File: src/rtl/flag_unit.sv
// Flag unit: 4-bit ALU flag register, a 4-deep LIFO for saving and restoring
// flags, a sticky stack-error indicator and a branch-condition evaluator.
// Flag bit order: [0] zero, [1] all-ones, [2] carry, [3] odd parity.
module flag_unit (
    input  logic        clk,
    input  logic        rst,
    input  logic [3:0]  FLAG_status_in,
    input  logic        FLAG_update_en,
    input  logic        FLAG_push,
    input  logic        FLAG_pop,
    input  logic        FLAG_err_clr,
    input  logic [2:0]  FLAG_cond_sel,
    output logic        FLAG_cond_true,
    output logic [3:0]  FLAG_reg,
    output logic [15:0] FLAG_out,
    output logic        FLAG_stack_full,
    output logic        FLAG_stack_empty,
    output logic        FLAG_stack_err
);

    localparam logic [2:0] DEPTH = 3'd4;

    logic [3:0] flag_q;
    logic [3:0] flag_d;
    logic [3:0] stack_q [0:3];
    logic [2:0] count_q;
    logic [2:0] count_d;
    logic       err_q;
    logic       err_d;
    logic       is_full;
    logic       is_empty;
    logic       push_ok;
    logic       pop_ok;
    logic       op_error;
    logic [1:0] top_idx;

    assign is_full  = (count_q == DEPTH);
    assign is_empty = (count_q == 3'd0);
    // With count 1..4 the low two bits minus one always name the top entry.
    assign top_idx  = count_q[1:0] - 2'd1;

    // Decide which operation takes effect this cycle and compute next state.
    always_comb begin
        flag_d   = flag_q;
        count_d  = count_q;
        err_d    = err_q;
        push_ok  = FLAG_push & ~FLAG_pop & ~is_full;
        pop_ok   = FLAG_pop & ~FLAG_push & ~is_empty;
        // Conflicting push+pop, overflow and underflow all leave the stack alone.
        op_error = (FLAG_push & FLAG_pop)
                 | (FLAG_push & ~FLAG_pop & is_full)
                 | (FLAG_pop & ~FLAG_push & is_empty);

        if (push_ok) begin
            count_d = count_q + 3'd1;
        end

        // A successful pop overrides a same-cycle update; otherwise update applies.
        if (pop_ok) begin
            count_d = count_q - 3'd1;
            flag_d  = stack_q[top_idx];
        end else if (FLAG_update_en) begin
            flag_d = FLAG_status_in;
        end

        // New error beats a same-cycle clear.
        if (op_error) begin
            err_d = 1'b1;
        end else if (FLAG_err_clr) begin
            err_d = 1'b0;
        end
    end

    // Flag register, occupancy count and sticky error.
    always_ff @(posedge clk or posedge rst) begin
        if (rst) begin
            flag_q  <= 4'h0;
            count_q <= 3'd0;
            err_q   <= 1'b0;
        end else begin
            flag_q  <= flag_d;
            count_q <= count_d;
            err_q   <= err_d;
        end
    end

    // Stack storage; the pre-update flag value is what gets saved on a push.
    always_ff @(posedge clk or posedge rst) begin
        if (rst) begin
            for (int i = 0; i < 4; i++) begin
                stack_q[i] <= 4'h0;
            end
        end else if (push_ok) begin
            stack_q[count_q[1:0]] <= flag_q;
        end
    end

    // Branch condition evaluated on the current flags.
    always_comb begin
        FLAG_cond_true = 1'b1;
        case (FLAG_cond_sel)
            3'b000:  FLAG_cond_true = 1'b1;
            3'b001:  FLAG_cond_true = flag_q[0];
            3'b010:  FLAG_cond_true = ~flag_q[0];
            3'b011:  FLAG_cond_true = flag_q[2];
            3'b100:  FLAG_cond_true = ~flag_q[2];
            3'b101:  FLAG_cond_true = flag_q[1];
            3'b110:  FLAG_cond_true = flag_q[3];
            3'b111:  FLAG_cond_true = ~flag_q[3];
            default: FLAG_cond_true = 1'b1;
        endcase
    end

    assign FLAG_reg         = flag_q;
    assign FLAG_out         = {12'h000, flag_q};
    assign FLAG_stack_full  = is_full;
    assign FLAG_stack_empty = is_empty;
    assign FLAG_stack_err   = err_q;

endmodule

File: config.mk
export PLATFORM = sky130hd
export DESIGN_NAME = flag_unit
export DESIGN_NICKNAME = d
export VERILOG_FILES = /design/src/rtl/flag_unit.sv
export SDC_FILE = /design/constraint.sdc
export NUM_CORES = 1
export LEC_CHECK = 0
export CORE_MARGIN = 1
export CORE_UTILIZATION = 49
export CTS_CLUSTER_SIZE = 12
export DETAILED_ROUTE_END_ITERATION = 10
export GPL_TIMING_DRIVEN = 0
export PLACE_DENSITY = 0.85
export SYNTH_ARGS = -nofsm -noshare
export SYNTH_HDL_FRONTEND = slang
export SYNTH_SLANG_ARGS = --single-unit
File: constraint.sdc
create_clock -name clk -period 2.9 [get_ports clk]
set_clock_uncertainty 0.1 [all_clocks]
set_input_delay 0.29 -clock clk [delete_from_list [all_inputs] [get_ports clk]]
set_output_delay 0.29 -clock clk [all_outputs]
set_load 0.01 [all_outputs]
==> summary.md <==
| Metric | Value |
|---|---|
| Setup bufs post-CTS | 0 |
| Critical path type | register to output pin |
| # H-tree levels | 1 |
| Max reg flops | 16 |
| Via density | 5.03 |
| CP startpoint kind | register |
| Post-cts resize count | 0 |
| Setup TNS | 0 ps |
| Die Ht | 58.4 um |
| Final core occ | 63.1% |
| Wire per inst | 14.8 um |
| Total core area | roughly 3000 um^2 |
| Multi-input combinational cell area | 822 um^2 |
| Int Power | between 0.001 and 0.0015 W |
| Routability cong. | 0.743 |
| Seq pwr share | 35.7% |
| Psw | roughly 0.00068 W |
| Critical path arrival | 2370 ps |
| Max_slew headroom | 39.4% |
| Drt drc | 0 |
| CP Cell Sequence | buf_6 -> inv_1 -> ha_1 -> nand2b_1 -> inv_1 -> clkdlybuf4s50_1 |
| Worst stage delay on the critical path | a little under 600 ps |
| Nets | 184 |
| Slowest CP cell | clkdlybuf4s50_1 |
| Area Overhead vs Synth | 22.6% |
| Dominant synthesized flop cell | dfrtp_1 |
| Max Cap Violations | 0 |
| # fillers | roughly 230 |
| Share of layout cells above drive strength 1 | 28.5% |
| Clock transition at the registers of the reported paths | ~130 ps |
| Combinational share of power | between 50% and 60% |
| Crit Path Max Fanout | 8 |
| Fin crit share | 95.0% |
| Critical Path Stages | 6 |
| Register Area | 601 um^2 |
| CTS sink count | 24 |
| Routed via count | 1052 |
| DRT antenna net count | 0 |
| Final Hold Vio Count | 0 |
| CTS root buffer | clkbuf_4 |
| Routed WL | 3100 um |
| CP most frequent cell | inv_1 |
| Static Leak | ~0.9 nW |
| Die footprint | 3410 um^2 |
| Die W | 58.4 um |
| WP buf/inv | 4 |
| Vias in the first global route | 1078 |
| PnR worst setup slack | 145 ps |
| Crit end category | output pin |
| Worst Setup Slack post-DPL | 476 ps |
| Initial antenna violation count | 0 |
| Largest net degree at the start of global routing | 25 |
| Outcome | finished clean |
| CTS Hold Bufs | 0 |
| Post-Synthesis Cells | between 100 and 150 |
| Slew Viols, Final | 0 |
| Power Dens Cells | 968 nW/um^2 |
| Grt total ovfl | 0 |
| Synthesized area | 1560 um^2 |
| Post-synthesis async set-or-reset flop share | 100% |
| Sw frac | 36.6% |
| DRT Pass-1 Iters | 4 |
| Worst ir drop on vdd | around 0.27 mV |
| Ys Warns | 0 |
| # diodes | 0 |
| Clock power share | 9.8% |
| Total GRT Usage | 19.8% |
| Distinct cells, synth | 33 |
| DRT iter0 DRCs | between 60 and 70 |
| Clk buf depth | 2 |
| CP top delay family | buffers and inverters |
| Clk Latency, worst-skew pair | 320 ps |
| Syn_area_per_cell | 12.2 um^2 |
| # IOs | 37 |
| TritonCTS buffer count | 3 |
| Min Hold Slack | about 190 ps |
| Post-synth EDFFs | 0 |
| Post-layout minimum cycle time | 2760 ps |
| Worst r2r path cells | 10 |
| Hold Crit Depth | 2 |
| Fmax | around 360 MHz |
| CP Data Required Time | 2510 ps |
| Post-synthesis sequential area ratio | 38.5% |
| RSZ-0062 raised after global routing | false |
| Detail Placement HPWL | 2230 um |
| Power after layout | approximately 0.0019 W |
| Worst-margin pin slew | between 900 and 1000 ps |
| Std cell rows | 20 |
| Clock tree from TritonCTS | yes |
| Final setup vio count | 0 |
| Hold Crit Class | input port to register |
| Initial Util | 51.5% |
| Synth Register Bits | 24 |
| IO Port Bufs | 22 |
| Global-route wire length before repair | 5060 um |
## kinds of logic (layout without fill, tap and decap cells)
logic type                 Yosys count  after routing  synth area share [%]
AOI/OAI and AO/OA                   15             15                  6.74
xor gates and xnor gates             5              5                  2.81
and+or+nand+nor                     22             22                  10.7
DFF                                 24             24                  38.5
buffers and inverters               28             54                  11.4
other                                1             12                 0.241
adders and majority gates            5              5                  4.01
muxes                               28             28                  25.6
## worst register-to-register path, stage by stage (launching register included)
cell,delay (ps)
dfrtp_1,460
buf_6,160
inv_1,120
ha_1,340
nand2b_1,180
nand2_1,220
xnor2_1,100
ha_1,320
nor2_1,50
mux2_2,260
a21oi_1,110
## power by group through the flow
stage	Sequential, W	Combinational [W]	Clock, W
floorplan	0.000620	0.000729	0
global placement	0.000639	0.000962	0
detailed placement	0.000657	0.000998	0
CTS	0.000658	0.00101	0.000179
global route	0.000680	0.00108	0.000189
finish	0.000660	0.00101	0.000181
## stage by stage
step | instance area (um^2) | instances
floorplan | 1600 | 139
global placement | 1880 | 205
detailed placement | 1880 | 205
CTS | 1910 | 209
global route | 1910 | 209
finish | 1910 | 209
## synthesized netlist by cell type (2+ instances only)
cell,number,area [um^2]
nand3_4,3,52.6
buf_4,17,128
mux2_4,12,180
nand2_1,2,7.51
nand2b_1,5,31.3
nor3_1,5,25.0
xor2_1,2,17.5
dfrtp_1,24,601
mux2_1,5,56.3
mux4_2,4,90.1
xnor2_1,3,26.3
o221ai_1,2,17.5
mux2_2,2,22.5
inv_1,8,30.0
a21oi_1,6,30.0
nor2b_1,3,18.8
mux2i_1,5,50.1
ha_1,5,62.6
## final timing paths
| kind | start | end | slack (ps) |
|---|---|---|---|
| setup / recovery | count_q[0] | FLAG_stack_empty | 140 |
| hold / removal | FLAG_push | FLAG_stack_err | 190 |
| max in group asynchronous | rst | stack_q[2] | 1800 |
| setup reg to reg | count_q[0] | count_q[1] | 410 |
| min in group asynchronous | rst | FLAG_reg[1] | 360 |
| hold reg to reg | stack_q[12] | stack_q[12] | 410 |
## layout make-up
| type | count | area share, % |
|---|---|---|
| inverter | 8 | 1.57 |
| timing repair buffer | 22 | 11.5 |
| clock buffer | 4 | 1.90 |
| sequential | 24 | 31.4 |
| tap | 44 | 2.88 |
| buffer | 20 | 7.72 |
| multi-input combinational | 87 | 43.0 |
## cells in the final DEF (no fill, tap or decap), drive strengths merged
master and count:
dfrtp 24, clkdlybuf4s50 22, buf 20, mux2 19
conb 12, inv 8, a21oi 6, nand2b 5
mux2i 5, nor3 5, ha 5, mux4 4
clkbuf 4, xnor2 3, nor2b 3, nand3 3
nand2 3, xor2 2, o221ai 2, nor2 2
a21boi 1, and2b 1, a221o 1, o32ai 1
a221oi 1, a211o 1, a211oi 1, a31oi 1
## layer usage
metal	vias up	routed length, um	global-route usage, %
li1	493	-	-
met1	500	1210	22.1
met2	49	1600	36.5
met3	10	190	2.86
met4	0	97	10.5
met5	-	0	0
No activity file was read; power rests on OpenSTA's default activity.
